--- config.mk ---
export PLATFORM = sky130hd
export DESIGN_NAME = apolo_tx_system
export DESIGN_NICKNAME = d
export VERILOG_FILES = /design/src/rtl/apolo_tx_system.sv
export SDC_FILE = /design/constraint.sdc
export NUM_CORES = 1
export LEC_CHECK = 0
export ABC_AREA = 1
export CORE_MARGIN = 1.5
export CORE_UTILIZATION = 56
export DETAILED_ROUTE_END_ITERATION = 16
export PLACE_DENSITY = 0.74
export SYNTH_ARGS = -nofsm -noshare
export SYNTH_HDL_FRONTEND = slang
export SYNTH_SLANG_ARGS = --single-unit
export TNS_END_PERCENT = 10
--- constraint.sdc ---
create_clock -name clk -period 3.4 [get_ports clk]
set_input_delay 0.34 -clock clk [delete_from_list [all_inputs] [get_ports clk]]
set_output_delay 0.34 -clock clk [all_outputs]
set_load 0.02 [all_outputs]
--- src/rtl/apolo_tx_system.sv ---
// APOLO transmitter top: repeatedly sends "APOLO\r\n" as 8N1 UART frames with an idle gap,
// toggling led once per complete message. uart_rxd is synchronised only.
module apolo_tx_system #(
  parameter int clk_freq       = 100000000,
  parameter int uart_baud_rate = 115200,
  parameter int gap_cycles     = 1000
) (
  input  logic clk,
  input  logic rst,
  output logic led,
  input  logic uart_rxd,
  output logic uart_txd
);

  localparam int unsigned DIV  = clk_freq / uart_baud_rate;
  localparam int unsigned CMAX = (DIV > gap_cycles) ? DIV : gap_cycles;
  localparam int unsigned CW   = $clog2(CMAX + 1);

  typedef enum logic [1:0] {
    IDLE_WAIT,
    SEND,
    DONE
  } state_t;

  state_t        r_state, w_state_nxt;
  logic [CW-1:0] r_cnt,   w_cnt_nxt;
  logic [3:0]    r_bit,   w_bit_nxt;
  logic [2:0]    r_idx,   w_idx_nxt;
  logic          r_txd,   w_txd_nxt;
  logic          r_led,   w_led_nxt;
  logic          r_first, w_first_nxt;
  logic [1:0]    r_rxd_sync;

  logic [7:0]    w_byte;
  logic [CW-1:0] w_limit;
  logic          w_bit_end;
  logic          w_rxd_unused;

  function automatic logic [7:0] rom_byte(input logic [2:0] idx);
    case (idx)
      3'd0:    rom_byte = 8'h41;
      3'd1:    rom_byte = 8'h50;
      3'd2:    rom_byte = 8'h4F;
      3'd3:    rom_byte = 8'h4C;
      3'd4:    rom_byte = 8'h4F;
      3'd5:    rom_byte = 8'h0D;
      3'd6:    rom_byte = 8'h0A;
      default: rom_byte = 8'hFF;
    endcase
  endfunction

  // Receive line is synchronised for board compatibility and otherwise ignored
  always_ff @(posedge clk) begin
    if (rst) r_rxd_sync <= '1;
    else     r_rxd_sync <= {r_rxd_sync[0], uart_rxd};
  end
  assign w_rxd_unused = r_rxd_sync[1];

  always_ff @(posedge clk) begin
    if (rst) begin
      r_state <= IDLE_WAIT;
      r_cnt   <= '0;
      r_bit   <= '0;
      r_idx   <= '0;
      r_txd   <= 1'b1;
      r_led   <= 1'b0;
      r_first <= 1'b1;
    end else begin
      r_state <= w_state_nxt;
      r_cnt   <= w_cnt_nxt;
      r_bit   <= w_bit_nxt;
      r_idx   <= w_idx_nxt;
      r_txd   <= w_txd_nxt;
      r_led   <= w_led_nxt;
      r_first <= w_first_nxt;
    end
  end

  always_comb begin
    w_state_nxt = r_state;
    w_cnt_nxt   = r_cnt;
    w_bit_nxt   = r_bit;
    w_idx_nxt   = r_idx;
    w_txd_nxt   = r_txd;
    w_led_nxt   = r_led;
    w_first_nxt = r_first;

    w_byte    = rom_byte(r_idx);
    w_bit_end = (r_cnt == CW'(DIV - 1));
    w_limit   = r_first ? CW'(DIV) : CW'(gap_cycles);

    case (r_state)
      IDLE_WAIT: begin
        w_txd_nxt = 1'b1;
        if (r_cnt == w_limit) begin
          w_state_nxt = SEND;
          w_cnt_nxt   = '0;
          w_bit_nxt   = '0;
          w_idx_nxt   = '0;
          w_txd_nxt   = 1'b0;
          w_first_nxt = 1'b0;
        end else begin
          w_cnt_nxt = r_cnt + CW'(1);
        end
      end

      SEND: begin
        if (!w_bit_end) begin
          w_cnt_nxt = r_cnt + CW'(1);
        end else begin
          w_cnt_nxt = '0;
          if (r_bit == 4'd9) begin
            if (r_idx == 3'd6) begin
              w_state_nxt = DONE;
              w_txd_nxt   = 1'b1;
              w_led_nxt   = ~r_led;
              // The DONE cycle is the first idle cycle of the gap
              w_cnt_nxt   = CW'(1);
            end else begin
              w_idx_nxt = r_idx + 3'd1;
              w_bit_nxt = '0;
              w_txd_nxt = 1'b0;
            end
          end else begin
            w_bit_nxt = r_bit + 4'd1;
            // Bit r_bit+1 is data bit r_bit for 0..7, stop bit for 8
            w_txd_nxt = (r_bit == 4'd8) ? 1'b1 : w_byte[r_bit[2:0]];
          end
        end
      end

      DONE: begin
        w_txd_nxt   = 1'b1;
        w_cnt_nxt   = r_cnt + CW'(1);
        w_state_nxt = IDLE_WAIT;
      end

      default: begin
        w_state_nxt = IDLE_WAIT;
        w_cnt_nxt   = '0;
        w_txd_nxt   = 1'b1;
      end
    endcase
  end

  assign uart_txd = r_txd;
  assign led      = r_led;

endmodule

-- Yosys cells after proc, flatten, opt, wreduce, memory -nomap -nowiden
Index checks and enable logic that the tools add are counted.
W data, S select, Z words.
- output and inout port bits: 2
- logic and storage cells: 69
- bits of input ports: 3
- register bits: 22
- add/sub/neg operators: 3
- reductions and logical operators: 9
- magnitude comparators: 1
- bitwise logic cells: 1
- equal/unequal tests: 18
- muxes and demuxes: 30
- operator list (kind ; count):
    $pmux W8 S6 ; 1
    $pmux W10 S3 ; 1
    $mux W10 ; 2
    $mux W4 ; 4
    $mux W3 ; 4
    $reduce_and A4 Y1 ; 3
    $add A10 B1 Y10 const B ; 1
    $eq A10 B10 Y1 ; 1
    $eq A10 B10 Y1 const B ; 1
    $ne A2 B2 Y1 const B ; 5
    $eq A3 B3 Y1 const B ; 3
    $eq A4 B4 Y1 const B ; 2
    $mux W1 ; 8
    $mux W2 ; 4
    $mux W8 ; 1
    $pmux W4 S2 ; 1
    $eq A3 B2 Y1 const B ; 2
    $pmux W3 S2 ; 1
    $reduce_and A5 Y1 ; 1
    $add A4 B1 Y4 const B ; 1
    $lt A3 B4 Y1 const B ; 1
    $pmux W2 S2 ; 1
    $add A3 B1 Y3 const B ; 1
    $bmux W1 S3 ; 1
    other kinds (11) ; 11

-- Logic depth before layout (Yosys ltp)
- depth after elaboration: 9
- gate-level depth with buffers: 14
- gate-level depth less buffers: 14

-- Least setup slack after synthesis
Ideal clock, no wire load.
- path type: reg2reg
- start point: register r_idx[0]
- end point: register r_txd, in the netlist uart_txd
- path buffers: 0
- slack: 1992 ps
- period minus slack after synthesis: 1408 ps
- data arrival time: 1350 ps
- cell stages (with the launch flop): 14
- cells stage by stage: dfxtp_1 -> inv_1 -> ha_1 -> nand2_1 -> nand2_1 -> nor3_1 -> nand2_1 -> nand2_1 -> nand2_1 -> nand2_1 -> nand2_1 -> nand2_1 -> nand2_1 -> nand2_1
- longest elaborated chain between the ends: 9
- elaborated cells on any way between the ends: 16
- ends and longest elaborated chain (element ; line ; RTL):
    start, declared ; 28 ; logic [2:0] r_idx, w_idx_nxt;
    start signal, assigned ; 72 ; r_idx <= w_idx_nxt;
    $eq A3 B3 Y1 or $eq A3 B2 Y1 (tied branches) ; 40 ; case (idx)
    $reduce_or A2 Y1 (no source line) ; n/a ;
    $pmux W8 S6 ; 40 ;
    $bmux W1 S3 ; 127 ; w_txd_nxt = (r_bit == 4'd8) ? 1'b1 : w_byte[r_bit[2:0]];
    $mux W1 (implied by the code) ; 127 ;
    $mux W1 ; 127 ;
    $mux W1 * ; 112 ; if (r_bit == 4'd9) begin
    $mux W1 * ; 108 ; if (!w_bit_end) begin
    $pmux W1 S2 * ; 92 ; case (r_state)
    end signal, assigned ; 73 ; r_txd <= w_txd_nxt;
    end, declared ; 29 ; logic r_txd, w_txd_nxt;
Mark *: on every way between the ends. The rest lies on a longest branch, timed or not. The select of a mux whose other input is x is not followed.
A chain may end at the register's enable or synchronous reset.

-- Final worst setup path
- start point: register r_cnt[1]
- end point: register r_bit[3]
- longest elaborated chain between the ends: 3
- elaborated cells on any way between the ends: 5
- ends and longest elaborated chain (element ; line ; RTL):
    start, declared ; 26 ; logic [CW-1:0] r_cnt, w_cnt_nxt;
    start signal, assigned ; 70 ; r_cnt <= w_cnt_nxt;
    $eq A10 B10 Y1 (on tied branches) ; 95, 89 ;
    $ne A2 B2 Y1 (no source line) ; n/a ;
    $reduce_and A4 Y1 (no source line) * ; n/a ;
    end signal, assigned ; 71 ; r_bit <= w_bit_nxt;
    end, declared ; 27 ; logic [3:0] r_bit, w_bit_nxt;
Mark *: on every way between the ends. The rest lies on a longest branch, timed or not.

==> run metrics <==
Reg clk slew, reported paths 0.14 ns; drt initial violations 40; status finished clean; Leakage 0.000584 uW; initial antenna violation count 0; # setup viols final 0; die width 52.1 um; Tot Pwr 491 uW; Post-CTS Setup Bufs 0; kind of critical path reg -> reg; CTS tree done; Post-synth EDFFs 0; first-pass GRT wire length 4390 um; syn_area_per_cell 6.94 um^2; post-cts sizing count 0; initial core utilization 60.0%; Cell variety after synth 30; Longest Clk Path Bufs 2; router iterations before antenna repair 4; post-route ant nets 0; max-slew violations 0; IO Port Bufs 3; number of vias per cell 5.25; final WL 2530 um; drt wl/cell 11.1 um; largest net degree at the start of global routing 14; Clock Latency Late Sink 0.32 ns; Hold Crit Class reg -> reg; DRC errors left 0; routed vias 1192; Worst Skew 0.00651 ns; Max-Cap Viols 0; row count 17; Setup crit end kind flip-flop; Tmin final 1.67 ns; core region area 2250 um^2; routability cong. 0.850; CP required 3.61 ns; Synth Net Count 206; fin nets 211; Die Span Y 52.1 um; Worst slew margin 67.7%; Final Hold Fails 0; fin util 64.2%; Critical Path Fanout Max 6; PD cells 339 nW/um^2; CTS Hold Bufs 0; area delta synth->final 7.03%; ys flop type dfxtp_1; Total Routing Usage GR 21.4%; CTS sink cnt 22; crit share post-route 49.0%; H-tree lvl count 1; FMAX 600 MHz; number of fillers in the final layout 232; grt ovf 0; Die ar. 2720 um^2; Yosys warnings 0; crit path DAT 1.87 ns; Final TNS setup 0 ns; Root Driver clkbuf_4; Slew @ Worst Pin 0.484 ns; Diodes inserted 0; crit start category flip-flop; worst vdd ir 0.000244 V; Synth Instances 195; vias in the first global route 1002; Mapped Area 1350 um^2; Top Ports 5; Final HPWL DP 1980 um; ys async rst share 0%; RSZ-0062 raised after global routing false; share of post-route cells with drive strength above 1 14.1%; Seq/Total Area, Yosys 32.6%; synthesized flop and latch total 22; Num CTS Buffers 3
-- synthesized netlist by cell type, types with 4 or more instances --
cell	instances	area share [%]
inv_2	9	2.5
ha_1	8	7.4
o21ai_0	4	1.5
dfxtp_1	22	33
nand2_2	5	2.3
nor2_1	22	6.1
a21oi_1	11	4.1
inv_1	17	4.7
nand3_1	15	5.6
nand2_1	45	12
xor2_1	5	3.2
nor3_1	6	2.2
nor2_2	4	1.8
-- worst paths after layout --
kind / startpoint / end / slack, ns / cells past startpoint
worst min-delay path: r_first / r_first / 0.48 / 2
worst max register to register: r_cnt[1] / r_bit[3] / 1.73 / 8
worst max-delay path: r_cnt[1] / r_bit[3] / 1.73 / 8
worst min register to register: r_first / r_first / 0.48 / 2
-- layout make-up --
cell class                 instances  area [um^2]  share of cell area [%]
multi-input combinational        144          792                    54.7
sequential                        22          440                    30.4
inverter                          26         97.6                    6.74
tap                               28         35.0                    2.42
clock inverter                     1         30.0                    2.07
timing repair buffer               3         30.0                    2.07
clock buffer                       3         22.5                    1.56
-- layer usage --
| layer | vias up | global-route usage [%] | part of all wire, % |
|---|---|---|---|
| li1 | 637 | - | - |
| met4 | 0 | 6.41 | 0.91 |
| met2 | 25 | 31.4 | 42 |
| met1 | 526 | 32.0 | 52 |
| met5 | - | 0 | 0 |
| met3 | 4 | 3.45 | 4.6 |
-- flip-flops by register name, indices dropped and copies added (netlist names) --
signal and cells:
r_cnt 10, r_bit 4, r_idx 3, r_state 2, led 1, r_first 1
uart_txd 1
-- layout by cell type (no fill, tap or decap), types with 2 or more instances in the layout --
| cell type | instances |
|---|---|
| o21ai_0 | 4 |
| clkdlybuf4s50_1 | 3 |
| xor2_1 | 5 |
| ha_1 | 8 |
| xnor2_1 | 3 |
| nor3_1 | 6 |
| nor2_1 | 22 |
| nand3_1 | 15 |
| nand4_1 | 2 |
| inv_2 | 9 |
| o211ai_1 | 2 |
| dfxtp_1 | 22 |
| a21oi_1 | 11 |
| inv_1 | 17 |
| clkbuf_4 | 3 |
| nor2_2 | 4 |
| a21oi_2 | 2 |
| nand2_1 | 45 |
| nand2_2 | 5 |
-- metrics by stage --
stage | hold WS, ns | instance area, um^2 | instances | worst slack [ns]
after floorplan | 0.440 | 1350 | 195 | 1.99
after global placement | 0.453 | 1400 | 223 | 1.78
after detailed placement | 0.459 | 1400 | 223 | 1.76
after CTS | 0.478 | 1450 | 227 | 1.72
after global routing | 0.502 | 1450 | 227 | 1.53
final | 0.476 | 1450 | 227 | 1.73
-- worst max-delay path: stages (launching register included) --
cell and delay (ns):
dfxtp_1 0.39, ha_1 0.21, inv_1 0.07, nor2_1 0.13
nand4_2 0.17, a21oi_2 0.34, nand2_2 0.13, nand2_1 0.07
a21oi_1 0.05
-- power breakdown --
| group | switching [uW] | internal, uW |
|---|---|---|
| Combinational | 11.6 | 6.83 |
| Clock | 89.1 | 119 |
| Sequential | 2.93 | 261 |
-- cells by family after synthesis --
group / Yosys count / synth area share (%)
flops: 22 / 32.6
xor+xnor: 8 / 5.18
simple gates: 104 / 34.9
compound gates: 24 / 11.1
buf+inv: 29 / 8.88
fa+ha+maj: 8 / 7.40
No activity file was read; power rests on OpenSTA's default activity.
